--- src/rtl/conv_ctrl.sv ---
// Frame sequencer for the convolutional codec: latches the code configuration on start,
// meters information bits plus zero tail into the encoder, or symbols into ACS followed by traceback.
module conv_ctrl #(
  parameter int MAX_CONSTRAINT_LENGTH = 9,
  parameter int MAX_CODE_RATE         = 3,
  parameter int FRAME_LEN_W           = 10
) (
  input  logic                   clk,
  input  logic                   rst,
  input  logic                   i_start,
  input  logic                   i_mode_sel,
  input  logic                   i_code_rate,
  input  logic [1:0]             i_constr_len,
  input  logic [FRAME_LEN_W-1:0] i_frame_len,
  input  logic                   i_bit_valid,
  input  logic                   i_bit,
  output logic                   o_bit_ready,
  input  logic                   i_sym_valid,
  output logic                   o_sym_ready,
  output logic                   o_en_c,
  output logic                   o_encoder_bit,
  output logic                   o_en_d,
  output logic                   o_tb_start,
  input  logic                   i_tb_done,
  output logic                   o_code_rate,
  output logic [1:0]             o_constr_len,
  output logic                   o_mode_sel,
  output logic                   o_busy,
  output logic                   o_done,
  output logic                   o_err
);

  localparam int   CNT_W     = FRAME_LEN_W + 1;
  localparam int   TAIL_W    = $clog2(MAX_CONSTRAINT_LENGTH);
  localparam logic RATE13_OK = 1'(MAX_CODE_RATE >= 3);

  typedef enum logic [2:0] {
    S_IDLE, S_ENC_DATA, S_ENC_TAIL, S_DEC_ACS, S_DEC_TB, S_DONE
  } state_e;

  state_e                 state_q, state_d;
  logic [CNT_W-1:0]       count_q, count_d;
  logic [FRAME_LEN_W-1:0] frameLen_q;
  logic                   codeRate_q, modeSel_q;
  logic [1:0]             constrLen_q;
  logic                   latchCfg;
  logic                   enC_q, enC_d, encBit_q, encBit_d, enD_q, enD_d;
  logic                   tbStart_q, tbStart_d, tbIssued_q, tbIssued_d;
  logic                   done_q, done_d, err_q, err_d;
  logic [TAIL_W-1:0]      tailLen;
  logic [CNT_W-1:0]       cntInc, decTarget;

  // Tail length K-1 = 2*(constr_len+1): 2, 4, 6 or 8 zero bits.
  assign tailLen   = TAIL_W'({constrLen_q, 1'b0}) + TAIL_W'(2);
  assign cntInc    = count_q + CNT_W'(1);
  assign decTarget = CNT_W'(frameLen_q) + CNT_W'(tailLen);

  always_comb begin
    state_d     = state_q;
    count_d     = count_q;
    latchCfg    = 1'b0;
    enC_d       = 1'b0;
    encBit_d    = 1'b0;
    enD_d       = 1'b0;
    tbStart_d   = 1'b0;
    tbIssued_d  = tbIssued_q;
    done_d      = 1'b0;
    err_d       = 1'b0;
    o_bit_ready = 1'b0;
    o_sym_ready = 1'b0;
    case (state_q)
      S_IDLE: begin
        tbIssued_d = 1'b0;
        if (i_start) begin
          if (i_frame_len != '0) begin
            latchCfg = 1'b1;
            count_d  = '0;
            state_d  = i_mode_sel ? S_DEC_ACS : S_ENC_DATA;
          end else begin
            err_d = 1'b1;
          end
        end
      end
      S_ENC_DATA: begin
        o_bit_ready = 1'b1;
        if (i_bit_valid) begin
          enC_d    = 1'b1;
          encBit_d = i_bit;
          if (cntInc == CNT_W'(frameLen_q)) begin
            count_d = '0;
            state_d = S_ENC_TAIL;
          end else begin
            count_d = cntInc;
          end
        end
      end
      S_ENC_TAIL: begin
        enC_d = 1'b1;
        if (cntInc == CNT_W'(tailLen)) begin
          count_d = '0;
          state_d = S_DONE;
        end else begin
          count_d = cntInc;
        end
      end
      S_DEC_ACS: begin
        o_sym_ready = 1'b1;
        if (i_sym_valid) begin
          enD_d = 1'b1;
          if (cntInc == decTarget) begin
            count_d = '0;
            state_d = S_DEC_TB;
          end else begin
            count_d = cntInc;
          end
        end
      end
      // The launch cycle is spent issuing tb_start, so tb_done counts only afterwards.
      S_DEC_TB: begin
        if (!tbIssued_q) begin
          tbStart_d  = 1'b1;
          tbIssued_d = 1'b1;
        end else if (i_tb_done) begin
          state_d = S_DONE;
        end
      end
      S_DONE: begin
        done_d  = 1'b1;
        state_d = S_IDLE;
      end
      default: state_d = S_IDLE;
    endcase
  end

  always_ff @(posedge clk or negedge rst) begin
    if (!rst) begin
      state_q     <= S_IDLE;
      count_q     <= '0;
      frameLen_q  <= '0;
      codeRate_q  <= 1'b0;
      modeSel_q   <= 1'b0;
      constrLen_q <= 2'b00;
      enC_q       <= 1'b0;
      encBit_q    <= 1'b0;
      enD_q       <= 1'b0;
      tbStart_q   <= 1'b0;
      tbIssued_q  <= 1'b0;
      done_q      <= 1'b0;
      err_q       <= 1'b0;
    end else begin
      state_q    <= state_d;
      count_q    <= count_d;
      enC_q      <= enC_d;
      encBit_q   <= encBit_d;
      enD_q      <= enD_d;
      tbStart_q  <= tbStart_d;
      tbIssued_q <= tbIssued_d;
      done_q     <= done_d;
      err_q      <= err_d;
      if (latchCfg) begin
        frameLen_q  <= i_frame_len;
        codeRate_q  <= i_code_rate & RATE13_OK;
        modeSel_q   <= i_mode_sel;
        constrLen_q <= i_constr_len;
      end
    end
  end

  assign o_en_c        = enC_q;
  assign o_encoder_bit = encBit_q;
  assign o_en_d        = enD_q;
  assign o_tb_start    = tbStart_q;
  assign o_code_rate   = codeRate_q;
  assign o_constr_len  = constrLen_q;
  assign o_mode_sel    = modeSel_q;
  assign o_busy        = (state_q != S_IDLE);
  assign o_done        = done_q;
  assign o_err         = err_q;

endmodule
--- config.mk ---
export PLATFORM = sky130hd
export DESIGN_NAME = conv_ctrl
export DESIGN_NICKNAME = d
export VERILOG_FILES = /design/src/rtl/conv_ctrl.sv
export SDC_FILE = /design/constraint.sdc
export NUM_CORES = 1
export LEC_CHECK = 0
export ABC_AREA = 1
export BUFFER_PORTS_ARGS = -buffer_cell sky130_fd_sc_hd__buf_2
export CAP_MARGIN = 25
export CELL_PAD_IN_SITES_DETAIL_PLACEMENT = 1
export CELL_PAD_IN_SITES_GLOBAL_PLACEMENT = 1
export CORE_AREA = 4 4 87 89
export DETAILED_ROUTE_END_ITERATION = 7
export DIE_AREA = 0 0 91 93
export GPL_TIMING_DRIVEN = 0
export PLACE_DENSITY = 0.87
export SLEW_MARGIN = 10
export SYNTH_ARGS = -nofsm -noshare
export SYNTH_HDL_FRONTEND = slang
export SYNTH_SLANG_ARGS = --single-unit
--- constraint.sdc ---
create_clock -name clk -period 2.8 [get_ports clk]
set_input_delay 0.56 -clock clk [delete_from_list [all_inputs] [get_ports clk]]
set_output_delay 0.56 -clock clk [all_outputs]
set_load 0.02 [all_outputs]
==> qor.csv, run 1 <==
stage;metric;value;unit
clock_tree;clock-pin slew on the worst setup and hold paths;0.09;ns
synthesis;Mapped Nets;461;
routing;post-route ant nets;0;
finish;post-layout util;0.465;
sta;Setup Viol. Count Final;0;
floorplanning;Die X;91;microns
job;Max Cap Violations;0;
routing;Via density;5.15;
finish;Nets;504;
grt;pin count of the biggest net entering global routing;36;
grt;first-pass GRT wire length;14.7;mm
placement;hpwl dp;6.62;mm
grt;antenna violations before repair;0;
setup_path;Critical Path AT;2.78;ns
routing;Vias;2875;
synthesis;register area share after synthesis;0.320;
clock_tree;# hold bufs at CTS;0;
clock_tree;root buffer cell;clkbuf_8;
placement;DP Area;3000;sq um
finish;Register Area;877;sq um
routing;DR iter-0 viols;129;
setup_path;startpoint types;register;
synthesis;synthesized flop and latch total;35;
placement;IO Port Bufs;33;
grt;GRT Resource Usage Total;0.213;
sta;Fin Hold WS;0.361;ns
sta;Slew Limit Fails;0;
synthesis;Avg Cell Area, Syn;6.30;sq um
sta;Final Critical Period;2.61;ns
floorplanning;Core ar.;6760;sq um
synthesis;Netlist cell types;31;
clock_tree;clock latency on the worst-skew pair;0.30;ns
sta;Worst-Margin Slew;0.838;ns
synthesis;Mapped Area;2730;sq um
setup_path;required time of the critical path;2.98;ns
routing;drt wl/cell;15.2;microns
clock_tree;# clock sinks;35;
sta;final worst-path cycle share;0.930;
power_and_ir_drop;VDD IR max;0.507;mV
floorplanning;row count;30;
floorplanning;die area;8460;sq um
power_and_ir_drop;Pleak;1.76;nW
finish;Fill cells;912;
floorplanning;die height;93;microns
synthesis;YS warnings;0;
clock_tree;Max Buffers Root-to-Sink;2;
synthesis;Mapped Cells;434;
sta;Relative slew margins;0.441;
routing;routed wire length;8.50;mm
clock_tree;CTS Buf Count;5;
placement;routability congestion estimate;0.882;
sta;Max Clock Freq;0.384;GHz
finish;share of cells above drive strength 1;0.176;
sta;RSZ-0062 raised after global routing;no;
power_and_ir_drop;PD cells;1040;nW/um^2
setup_path;CP Class;register to register;
sta;Fin Clk Skew;0.00842;ns
grt;vias in the first global route;3150;
routing;number of remaining DRC errors;0;
finish;Post-Layout Inst Area;3140;sq um
sta;Setup TNS;0;ns
grt;total grt overflow;0;
setup_path;Worst Path Max Fanout;8;
finish;ANT cells;0;
setup_path;crit end category;register;
clock_tree;TritonCTS clock tree;done;
finish;Multi-input gate area;1630;sq um
clock_tree;H-Tree Level Count;2;
hold_path;hold crit path type;input port to asynchronous set/reset pin;
routing;Pre-antenna DRT Iters;4;
floorplanning;Starting Density;0.405;
outcome;outcome;complete, no violations;
finish;Area growth syn-to-layout;14.9;%
floorplanning;# IOs;34;
sta;final-report hold violation count;0;
==> worst max-delay path, stage by stage (launching register included) <==
cell and delay, ns:
dfrtp_2 0.45, ha_4 0.18, ha_1 0.26, buf_2 0.17, inv_1 0.08, nand2_2 0.12, nand3_1 0.16, nand2_1 0.11
nand2_1 0.06, nand2_1 0.06, nand2_1 0.06, nor2_1 0.12, nand3_1 0.13, o21bai_4 0.21, nand3_4 0.15, nand2_1 0.10
nand2_1 0.07
==> state kept, by name, indices dropped and copies added, names as in the netlist <==
| register | count |
|---|---|
| o_en_d | 1 |
| tbIssued_q | 1 |
| o_code_rate | 1 |
| o_constr_len | 2 |
| count_q | 11 |
| o_en_c | 1 |
| o_done | 1 |
| o_mode_sel | 1 |
| frameLen_q | 10 |
| o_encoder_bit | 1 |
| o_tb_start | 1 |
| state_q | 3 |
| o_err | 1 |
==> cells in the final DEF (no fill, tap or decap), types with 2 or more instances in the layout <==
cell,count
nand4_1,12
nand2_1,173
dfrtp_1,34
clkbuf_1,3
nand2_2,8
clkbuf_8,5
xor2_1,6
clkinvlp_4,2
nand2_4,2
inv_2,4
o21ai_0,8
nand3_1,35
inv_1,52
ha_1,3
nand3_2,2
mux2_2,5
buf_4,4
buf_2,37
xnor2_1,2
or2_2,3
a21oi_1,5
nor2_1,58
==> cells by family (layout without fill, tap and decap cells) <==
| logic type | Yosys count | after routing | share of synthesized area |
|---|---|---|---|
| buf+inv | 64 | 108 | 0.0911 |
| simple gates | 300 | 300 | 0.476 |
| fa+ha+maj | 6 | 6 | 0.0302 |
| xor+xnor | 8 | 8 | 0.0256 |
| flops | 35 | 35 | 0.320 |
| mux | 5 | 5 | 0.0206 |
| compound gates | 16 | 16 | 0.0362 |
==> cells in the mapped netlist (all sizes together) <==
master,number,area share
fa,1,0.0073
o22ai,1,0.0023
nand4,13,0.032
nor2,61,0.093
xor2,6,0.019
buf,5,0.010
nand3b,1,0.0027
dfrtp,35,0.32
mux2,5,0.021
nand3,38,0.078
o21ai,8,0.015
a21oi,6,0.012
inv,56,0.077
ha,5,0.023
nor3,1,0.0018
or2,3,0.0069
o21bai,1,0.0069
nand2,183,0.26
xnor2,2,0.0064
clkbuf,3,0.0041
==> layer usage <==
layer | global-route usage | routed length (microns)
met1 | 0.257 | 3670
met5 | 0 | 0
met3 | 0.0338 | 284
met4 | 0.0666 | 181
met2 | 0.389 | 4360
==> power by group <==
part | leakage [nW] | total (mW) | switching, mW | internal (mW)
clock network | 0.0408 | 0.396 | 0.218 | 0.178
registers | 0.452 | 0.842 | 0.183 | 0.660
logic | 1.27 | 2.02 | 1.32 | 0.703
total | 1.76 | 3.26 | 1.72 | 1.54
==> final cells by class <==
class	count	area share
Buffer	8	0.0124
Clock buffer	5	0.0219
Clock inverter	3	0.00757
Inverter	56	0.0669
Multi-Input combinational cell	335	0.520
Sequential cell	35	0.279
Tap cell	80	0.0319
Timing Repair Buffer	36	0.0598
==> final timing paths <==
kind | from | to | cells after the start | slack [ns]
min reg2reg | tbIssued_q$_DFFE_PN0P_ | o_tb_start$_DFF_PN0_ | 1 | 0.49
min in group clk | i_sym_valid | o_en_d$_DFF_PN0_ | 3 | 0.48
max reg2reg | o_constr_len[0]$_DFFE_PN0P_ | count_q[7]$_DFFE_PN0P_ | 16 | 0.19
max in group asynchronous | rst | o_constr_len[0]$_DFFE_PN0P_ | 1 | 1.87
max | o_constr_len[0]$_DFFE_PN0P_ | count_q[7]$_DFFE_PN0P_ | 16 | 0.19
min | rst | o_mode_sel$_DFFE_PN0P_ | 1 | 0.36
==> repair_timing <==
item,CTS,global route
gates resized for setup,2,5
pin swaps,1,1
setup endpoints to repair,10,13
buffers inserted,0,3
hold endpoints to repair,0,0
==> stage by stage <==
stage                     cells  total power [mW]  setup slack (ns)
after floorplan             434              2.21             0.358
after global placement      547              2.64             0.104
after detailed placement    547              2.75          -0.00460
after CTS                   555              3.21            0.0639
after global routing        558              3.59           0.00329
final                       558              3.26             0.195
Power figures use the tool's default switching activity.
==> inputs of run 2 (changes only) <==
--- a/config.mk
+++ b/config.mk
@@ -13,7 +13,6 @@
 export CORE_AREA = 4 4 87 89
 export DETAILED_ROUTE_END_ITERATION = 7
 export DIE_AREA = 0 0 91 93
-export GPL_TIMING_DRIVEN = 0
 export PLACE_DENSITY = 0.87
 export SLEW_MARGIN = 10
 export SYNTH_ARGS = -nofsm -noshare
==> run 2 against run 1 <==
Critical path depth down 2. Non-clock buffer count down 7. Clock power up 42%. Worst hold slack worse by 0.012 ns. Total power up 6.1%. Critical endpoint is now count_q[3]$_DFFE_PN0P_. Sequential power up 3.0%. Clock skew about the same. Sequential share of layout area down 0.13 points. Clock-buffer cell count unchanged. Combinational power about the same. Largest power group unchanged. Core utilization up 0.22 points.
==> qor.csv, run 2 (synthesized netlist as in run 1, its figures left out) <==
stage;metric;value;unit;change
outcome;outcome;complete, no violations;;
placement;DP Area;2980;sq um;-0.54%
floorplanning;Core ar.;6760;sq um;unchanged
finish;most frequent cells in the layout;nand2_1 (174), nor2_1 (58), inv_1 (52);;
job;Max Cap Violations;0;;unchanged
floorplanning;die height;93;microns;unchanged
sta;Setup Viol. Count Final;0;;unchanged
floorplanning;# IOs;34;;unchanged
clock_tree;root buffer cell;clkbuf_8;;
sta;Final Critical Period;2.66;ns;+0.0510 ns
routing;Via density;5.32;;+3.2%
sta;Relative slew margins;0.455;;+0.0140
sta;Worst-Margin Slew;0.817;ns;-0.0211 ns
grt;total grt overflow;0;;unchanged
routing;routed wire length;8.97;mm;+5.6%
sta;final-report hold violation count;0;;unchanged
power_and_ir_drop;Pleak;1.77;nW;+0.25%
grt;pin count of the biggest net entering global routing;36;;unchanged
setup_path;crit end category;register;;
sta;final worst-path cycle share;0.949;;+0.0182
routing;DR iter-0 viols;146;;+13%
routing;number of remaining DRC errors;0;;unchanged
sta;Max Clock Freq;0.376;GHz;-1.9%
finish;ANT cells;0;;unchanged
clock_tree;clock-pin slew on the worst setup and hold paths;0.08;ns;about the same
placement;routability congestion estimate;0.878;;-0.43%
grt;vias in the first global route;3163;;+0.41%
floorplanning;die area;8460;sq um;unchanged
power_and_ir_drop;PD cells;1100;nW/um^2;+5.6%
grt;GRT Resource Usage Total;0.218;;+0.00445
finish;commonest non-fill, non-tap cell in the layout;nand2_1;;
setup_path;required time of the critical path;2.98;ns;about the same
finish;Regs by FF count;count_q: 11 flops, frameLen_q: 10 flops, state_q: 3 flops;;
finish;Biggest register;count_q;;
placement;hpwl dp;6.85;mm;+3.5%
setup_path;CP Class;register to register;;
hold_path;hold crit path type;input port to asynchronous set/reset pin;;
sta;Slew Limit Fails;0;;unchanged
clock_tree;# hold bufs at CTS;0;;unchanged
setup_path;Worst Path Max Fanout;8;;unchanged
clock_tree;clock latency on the worst-skew pair;0.30;ns;about the same
clock_tree;TritonCTS clock tree;done;;
clock_tree;# clock sinks;35;;unchanged
finish;Nets;497;;-1.4%
routing;Vias;2929;;+1.9%
routing;Pre-antenna DRT Iters;4;;unchanged
routing;post-route ant nets;0;;unchanged
setup_path;startpoint types;register;;
clock_tree;Max Buffers Root-to-Sink;2;;unchanged
grt;first-pass GRT wire length;14.7;mm;about the same
routing;drt wl/cell;16.3;microns;+6.9%
power_and_ir_drop;VDD IR max;0.616;mV;+22%
floorplanning;Starting Density;0.405;;unchanged
finish;Area growth syn-to-layout;15.4;%;
grt;antenna violations before repair;0;;unchanged
placement;IO Port Bufs;33;;unchanged
sta;Fin Clk Skew;0.00854;ns;+0.000119 ns
floorplanning;row count;30;;unchanged
floorplanning;Die X;91;microns;unchanged
finish;Post-Layout Inst Area;3160;sq um;+0.48%
finish;share of cells above drive strength 1;0.170;;-0.00588
sta;Setup TNS;0;ns;unchanged
clock_tree;CTS Buf Count;5;;unchanged
finish;max FFs per register;11;;unchanged
clock_tree;H-Tree Level Count;2;;unchanged
setup_path;Critical Path AT;2.84;ns;+0.06 ns
run 2: through the flow:
step	hold WS [ns]	total power, mW	cells	worst slack [ns]	util
after global routing	0.419	3.76	551	-0.0506	0.467
after global placement	0.440	2.66	542	0.227	0.441
after floorplan	0.264	2.21	434	0.358	-
after CTS	0.380	3.37	550	0.0641	0.462
final	0.349	3.46	551	0.144	0.467
after detailed placement	0.449	2.77	542	0.116	0.441
run 2: per-layer routing:
metal | global-route usage | vias up | share of wire
met5 | 0 | - | 0
met3 | 0.0386 | 19 | 0.040
met1 | 0.246 | 1448 | 0.41
met4 | 0.0905 | 0 | 0.027
li1 | - | 1409 | -
met2 | 0.402 | 53 | 0.52
run 2: worst max-delay path, stage by stage (launching register included):
cell and delay [ns]:
dfrtp_2 0.45, ha_4 0.27, ha_1 0.34, nand2_1 0.09, nand2_2 0.13, buf_4 0.14, nand3_1 0.10, nand3_1 0.11
nand2_1 0.08, nor2_1 0.11, nand3_1 0.12, o21bai_4 0.25, nand3_4 0.17, nand2_1 0.12, nand2_1 0.05
run 2: what timing repair did:
item | 4_1_cts | 5_1_grt
hold endpoints to repair | 0 | 0
setup buffers | 0 | 1
gates resized for setup | 0 | 7
endpoints found under the setup margin | 0 | 13
run 2: final cells by class:
class / count / area, sq um
well taps: 80 / 100
repair buffers: 37 / 195
flip-flops and latches: 35 / 877
clock inverters: 3 / 67.6
inverters: 56 / 210
fillers: 940 / 3600
multi-input cells: 335 / 1640
clock buffers: 5 / 68.8
run 2: power breakdown:
part	leakage, nW	total, mW	switching (mW)	internal [mW]
clock	0.0644	0.564	0.209	0.355
sequential	0.452	0.867	0.207	0.660
combinational	1.25	2.03	1.33	0.706
run 2: worst paths after layout:
path / from / to / depth (start not counted) / slack [ns]
setup / recovery: o_constr_len[0]$_DFFE_PN0P_ / count_q[3]$_DFFE_PN0P_ / 14 / 0.14
hold reg to reg: tbIssued_q$_DFFE_PN0P_ / o_tb_start$_DFF_PN0_ / 1 / 0.46
max in group asynchronous: rst / o_constr_len[0]$_DFFE_PN0P_ / 1 / 1.89
min in group clk: tbIssued_q$_DFFE_PN0P_ / o_tb_start$_DFF_PN0_ / 1 / 0.46
setup reg to reg: o_constr_len[0]$_DFFE_PN0P_ / count_q[3]$_DFFE_PN0P_ / 14 / 0.14
hold / removal: rst / o_code_rate$_DFFE_PN0P_ / 1 / 0.35
